$ cat config.mk
export PLATFORM = sky130hd
export DESIGN_NAME = gate_tt_sequencer
export DESIGN_NICKNAME = d
export VERILOG_FILES = /design/src/rtl/gate_tt_sequencer.sv
export SDC_FILE = /design/constraint.sdc
export NUM_CORES = 1
export LEC_CHECK = 0
export CORE_ASPECT_RATIO = 0.6
export CORE_UTILIZATION = 54
export DETAILED_ROUTE_END_ITERATION = 7
export PLACE_DENSITY = 0.8
export RECOVER_POWER = 50
export SLEW_MARGIN = 25
export SYNTH_ARGS = -nofsm -noshare
export SYNTH_HDL_FRONTEND = slang
export SYNTH_SLANG_ARGS = --single-unit
$ cat constraint.sdc
create_clock -name clk -period 5.15 [get_ports clk]
set_input_delay 1.03 -clock clk [delete_from_list [all_inputs] [get_ports clk]]
set_output_delay 1.03 -clock clk [all_outputs]
set_load 0.02 [all_outputs]
$ cat src/rtl/gate_tt_sequencer.sv
// Truth-table sequencer for a 2-input gate under test.
// Steps {A,B} through 00..11, settles, samples C and scores it.
module gate_tt_sequencer #(
  parameter int          SETTLE_CYCLES = 2,
  parameter logic [3:0]  EXPECTED      = 4'b1110
) (
  input  logic       clk,
  input  logic       rst_n,
  input  logic       start,
  output logic       busy,
  output logic       done,
  output logic       gate_a,
  output logic       gate_b,
  input  logic       gate_c,
  output logic       pass,
  output logic [2:0] err_count,
  output logic [3:0] fail_mask,
  output logic [3:0] result_vec
);

  typedef enum logic [1:0] {
    IDLE   = 2'd0,
    SETTLE = 2'd1,
    SAMPLE = 2'd2
  } state_e;

  localparam bit NO_SETTLE = (SETTLE_CYCLES == 0);
  localparam logic [3:0] SETTLE_LAST =
    NO_SETTLE ? 4'd0 : 4'(SETTLE_CYCLES - 1);
  localparam state_e FIRST_ST =
    NO_SETTLE ? SAMPLE : SETTLE;

  state_e     state_q, state_d;
  logic [3:0] cnt_q, cnt_d;
  logic [1:0] idx_q, idx_d;
  logic       gate_a_q, gate_a_d;
  logic       gate_b_q, gate_b_d;
  logic       busy_q, busy_d;
  logic       done_q, done_d;
  logic       pass_q, pass_d;
  logic [2:0] err_q, err_d;
  logic [3:0] fail_q, fail_d;
  logic [3:0] res_q, res_d;
  logic       miss;
  logic [1:0] idx_n;

  always_comb begin
    state_d  = state_q;
    cnt_d    = cnt_q;
    idx_d    = idx_q;
    gate_a_d = gate_a_q;
    gate_b_d = gate_b_q;
    busy_d   = busy_q;
    done_d   = 1'b0;
    pass_d   = pass_q;
    err_d    = err_q;
    fail_d   = fail_q;
    res_d    = res_q;
    miss     = gate_c != EXPECTED[idx_q];
    idx_n    = idx_q + 2'd1;

    case (state_q)
      IDLE: begin
        gate_a_d = 1'b0;
        gate_b_d = 1'b0;
        if (start) begin
          err_d   = 3'd0;
          fail_d  = 4'd0;
          res_d   = 4'd0;
          pass_d  = 1'b0;
          idx_d   = 2'd0;
          cnt_d   = 4'd0;
          busy_d  = 1'b1;
          state_d = FIRST_ST;
        end
      end

      SETTLE: begin
        if (cnt_q == SETTLE_LAST) begin
          cnt_d   = 4'd0;
          state_d = SAMPLE;
        end else begin
          cnt_d = cnt_q + 4'd1;
        end
      end

      SAMPLE: begin
        res_d[idx_q] = gate_c;
        if (miss) begin
          fail_d[idx_q] = 1'b1;
          err_d         = err_q + 3'd1;
        end
        if (idx_q == 2'd3) begin
          // last vector scored: release the gate and report
          gate_a_d = 1'b0;
          gate_b_d = 1'b0;
          busy_d   = 1'b0;
          done_d   = 1'b1;
          pass_d   = (err_d == 3'd0);
          state_d  = IDLE;
        end else begin
          idx_d    = idx_n;
          gate_a_d = idx_n[1];
          gate_b_d = idx_n[0];
          cnt_d    = 4'd0;
          state_d  = FIRST_ST;
        end
      end

      default: begin
        state_d  = IDLE;
        gate_a_d = 1'b0;
        gate_b_d = 1'b0;
        busy_d   = 1'b0;
      end
    endcase
  end

  always_ff @(posedge clk or negedge rst_n) begin
    if (!rst_n) begin
      state_q  <= IDLE;
      cnt_q    <= 4'd0;
      idx_q    <= 2'd0;
      gate_a_q <= 1'b0;
      gate_b_q <= 1'b0;
      busy_q   <= 1'b0;
      done_q   <= 1'b0;
      pass_q   <= 1'b0;
      err_q    <= 3'd0;
      fail_q   <= 4'd0;
      res_q    <= 4'd0;
    end else begin
      state_q  <= state_d;
      cnt_q    <= cnt_d;
      idx_q    <= idx_d;
      gate_a_q <= gate_a_d;
      gate_b_q <= gate_b_d;
      busy_q   <= busy_d;
      done_q   <= done_d;
      pass_q   <= pass_d;
      err_q    <= err_d;
      fail_q   <= fail_d;
      res_q    <= res_d;
    end
  end

  assign busy       = busy_q;
  assign done       = done_q;
  assign gate_a     = gate_a_q;
  assign gate_b     = gate_b_q;
  assign pass       = pass_q;
  assign err_count  = err_q;
  assign fail_mask  = fail_q;
  assign result_vec = res_q;

endmodule

# ---- Word level (Yosys, flattened, before mapping)
# Cells that the tools add are included.
dict set report totals {
  inputBits 4
  reg_bits 24
  elab_cells 75
}
dict set report op_classes {
  addsub 3
  n_eq_ne 10
  n_lt_le_gt_ge 2
  bitwise 2
  n_reduce_logical 12
  n_mux 35
}
# cell count
set ops {}
lappend ops {{4-bit 2-to-1 mux} 4}
lappend ops {{4-bit one-hot mux with 2 select lines} 2}
lappend ops {{3-bit AND reduction} 5}
lappend ops {{4-bit one-hot mux with 3 select lines} 1}
lappend ops {{1-bit 2-to-1 mux} 11}
lappend ops {{2-bit != test, second input constant} 5}
lappend ops {{3-bit 2-to-1 mux} 3}
lappend ops {{2-bit 2-to-1 mux} 4}
lappend ops {{1-bit one-hot mux with 2 select lines} 3}
lappend ops {{2-bit one-hot mux with 3 select lines} 1}
lappend ops {{3-bit one-hot mux with 2 select lines} 1}
lappend ops {{4-bit by 1-bit adder with 4-bit output, second input constant} 1}
lappend ops {{4-bit bitwise mux} 1}
lappend ops {{2-bit equality test, second input constant} 2}
lappend ops {{4-bit by 1-bit equality test with 1-bit output, second input constant} 1}
lappend ops {{4-bit OR} 1}
lappend ops {{2-bit one-hot mux with 2 select lines} 1}
lappend ops {{2-bit AND reduction} 2}
lappend ops {{3-bit by 1-bit adder with 3-bit output, second input constant} 1}
lappend ops {{3-bit logical NOT} 1}
lappend ops {{2-bit by 3-bit < comparator with 1-bit output, second input constant} 1}
lappend ops {{1-bit one-hot mux with 3 select lines} 1}
lappend ops {{3-bit nonzero test} 1}
lappend ops {{2-bit by 1-bit adder with 2-bit output, second input constant} 1}
lappend ops {{9 further kinds} 9}

# ---- Longest topological paths before layout
dict set report logic_depth {
  word_depth 8
  depth_mapped 6
}

# ---- Worst setup path before layout
# No wires, ideal clock.
dict set report synth_path {
  path_kind {input-to-reg}
  startpoint {in gate_c}
  endpoint {reg err_q[2], in the netlist err_count[2]}
  setup_slack_ns 3.041
  path_stages 4
  path_buffers 0
  setup_time_ns 0.121
  arrival_ns 1.988
  t_required_ns 5.029
  cell_sequence {ha_1 -> nor2b_1 -> mux2_2 -> a22o_1}
}
dict set report synth_between {
  elab_chain_len 4
}
# element line
set synth_rtl {}
lappend synth_rtl {{from (decl)} 14} ;# input logic gate_c,
lappend synth_rtl {{1-bit != test} 59} ;# miss = gate_c != EXPECTED[idx_q];
lappend synth_rtl {{3-bit 2-to-1 mux} 89} ;# if (miss) begin
lappend synth_rtl {{3-bit 2-to-1 mux} 62} ;# case (state_q)
lappend synth_rtl {{3-bit one-hot mux with 2 select lines} 62}
lappend synth_rtl {{to (signal assigned)} 141} ;# err_q <= err_d;
lappend synth_rtl {{to (decl)} 41} ;# logic [2:0] err_q, err_d;
# Every way passes these cells. The select of a mux whose other input is x is not followed.
# A chain may end at the register's enable or synchronous reset.

# ---- Worst setup path after layout
dict set report layout_path {
  startpoint {reg err_q[0], in the netlist err_count[0]}
  endpoint {out err_count[0]}
}
# element line
set layout_lines {}
lappend layout_lines {{to (decl)} 16} ;# output logic [2:0] err_count,
# No word-level cell between the ends.

==> results.yml <==
critical_path:
  crit_cells: 1
  crit_family: "buffers and inverters"
  path_buf_inv: 1
  critPathKind: "flip-flop to output pin"
  path_max_fanout: 6
  worstSetupEndpointType: "output pin"
  slowest_stage: "clkdlybuf4s50_1"
  path_cells: "clkdlybuf4s50_1"
  start_kind: "flip-flop"
  slowest_delay_ns: 0.64
  crit_arrival_ns: 1.37
  rr_worst_depth: 6
  crit_required_ns: 4.12
clock_network:
  ctsResizeCount: 0
  cts-root-buf: "clkbuf_8"
  htreeDepth: 1
  clk_pin_slew_worst_paths_ns: 0.08
  cts_setup_buffers: 0
  clkLatencyLatePin_ns: 0.26
  ctsHoldBuffers: 0
  cts_inserted_buffers: 3
  cts_tree: "done"
  clock_sinks: 24
  cts_buffer_depth: 2
placement:
  gp_congestion: 0.857
  dp_hpwl_um: 1680
  dp_slack_ns: 2.53
  portBuffers: 19
timing:
  hold_ws_ns: 0.490
  fin_crit_ns: 2.40
  worstMarginPinSlew_ns: 1.25
  finalClockSkew_ns: 0.00236
  hold_viol: 0
  timing.final.ws_setup_ns: 2.75
  min_period_over_period_pct: 46.5
  setup_tns_ns: 0
  fmax_mhz: 417
  rsz0062_at_grt: "no"
  finalSetupViolCount: 0
  maxSlewHeadroom_pct: 16.6
  drv_slew: 0
hold_path:
  min_path_type: "flip-flop to flip-flop"
  min_delay_path_depth: 2
floorplan:
  pin_count: 20
  rows: 13
  coreArea_um2: 2180
  die_x_um: 64.1
  dieArea_um2: 2520
  die_h_um: 39.3
  start_util_pct: 57.3
synthesis:
  yosysTopAreaCell: "dfrtp_1"
  synth.net_count: 130
  synth_common_cells: "dfrtp_1 (24), a22o_1 (12), a21oi_1 (9), nor2_1 (9), o21ai_0 (9)"
  ys_ff_latch: 24
  synth_top_area_share_pct: 48.0
  yosysSeqAreaShare_pct: 48.0
  synth.area.top_cells: "dfrtp_1 (48%), a22o_1 (8.4%), ha_1 (8.0%)"
  syn_inst: 118
  yosysWarnings: 0
  yosysMostFrequentCell: "dfrtp_1"
  synth_edf_count: 0
  synth_cell_type_count: 29
  synth-main-ff-cell: "dfrtp_1"
  syn_avg_cell_area_um2: 10.6
  synthArstFlopShare_pct: 100
  synthesis.area_um2: 1250
flow_run:
  maxCapViolCount: 0
routing:
  firstDrtPassIters: 4
  drtIter0Drc: 54
  wl_per_cell_um: 14.2
  dr_total_vias: 934
  viasPerCell: 5.59
  wirelength_um: 2380
  drtAntennaViolNets: 0
  drc: 0
power_and_ir_drop:
  peakVddDrop_mv: 0.286
  power_density_nw_per_um2: 505
  power.leakage_nw: 0.671
  fin_total_pwr_mw: 0.756
grt:
  grt_pass1_wl_um: 3970
  grt_pass1_vias: 837
  track_usage_pct: 22.2
  grt_max_degree: 25
  grt-ovfl-total: 0
  antenna_found_initial: 0
run_status:
  status: "complete, no violations"
final_layout:
  num_antenna_cells: 0
  area_growth_pct: 19.6
  multi_input_area_um2: 592
  fillerInstances: 172
  finish.utilization_pct: 68.6
  nNetsFinal: 150
  drive_gt1_share_pct: 9.49
  regArea_um2: 601
[report_power, final]
part           total, mW  internal [mW]  switching, mW
Clock              0.126         0.0682         0.0579
Sequential         0.308          0.232         0.0760
Combinational      0.322          0.153          0.168
[path summary, 6_finish.rpt]
path                               from  slack [ns]            to
min                              gate_a        0.49        gate_a
max in group asynchronous         rst_n        3.40      cnt_q[1]
max                        err_count[0]        2.75  err_count[0]
max reg2reg                    idx_q[0]        3.20  err_count[2]
min reg2reg                      gate_a        0.49        gate_a
min in group asynchronous         rst_n        1.01      cnt_q[3]
[cells by family after synthesis]
logic type | synth area share (%)
AO/OA/AOI/OAI | 19.6
AND/OR/NAND/NOR | 14.0
flip-flops | 48.0
buffers and inverters | 4.20
adder cells (fa/ha/maj) | 8.01
multiplexers | 5.41
XOR/XNOR | 0.701
[cell usage in the layout, fill, tap and decap left out]
cell,n
o21ai_1,1
or3b_2,1
o21bai_2,1
o22ai_1,2
nor2b_1,4
nor2_2,1
o31ai_1,1
clkbuf_8,4
o21a_1,1
clkdlybuf4s50_1,17
nand4bb_1,1
nor2_1,9
nand2_1,4
nand3b_1,1
and2b_1,2
xnor2_1,1
a21oi_1,9
nand3_1,4
dlygate4sd3_1,1
a31oi_1,1
nor3_1,1
nand2b_1,1
clkbuf_1,1
nor4b_1,1
o21ai_0,9
mux2_2,6
nor3b_1,1
dfrtp_1,24
a22o_1,12
ha_1,8
inv_1,7
[state kept, by name, indices dropped and copies added (netlist names)]
register,count
result_vec,4
done,1
err_count,3
gate_a,1
busy,1
fail_mask,4
pass,1
idx_q,2
cnt_q,4
gate_b,1
state_q,2
[stage by stage]
stage / cells / cell area (um^2)
global placement: 163 / 1450
finish: 167 / 1500
global route: 167 / 1500
floorplan: 118 / 1250
CTS: 167 / 1500
detailed placement: 163 / 1450
[area by class of cell]
type,instances,area share (%)
inverter,7,1.76
timing repair buffer,19,12.3
tap,30,2.51
sequential,24,40.2
multi-input combinational,83,39.6
clock buffer,4,3.68
[metal layers]
layer	GRT usage, %	up-vias	routed length, um
met3	6.10	2	84
met4	6.67	0	12
met1	30.6	446	1280
met5	0	-	0
met2	34.6	18	1000
li1	-	468	-
[worst register-to-register path, stage by stage, from the launching register on]
cell and delay, ns:
dfrtp_1 0.44, inv_1 0.11, ha_1 0.26, ha_1 0.37
nor2b_1 0.15, mux2_2 0.34, a22o_1 0.17
Power figures use the tool's default switching activity.
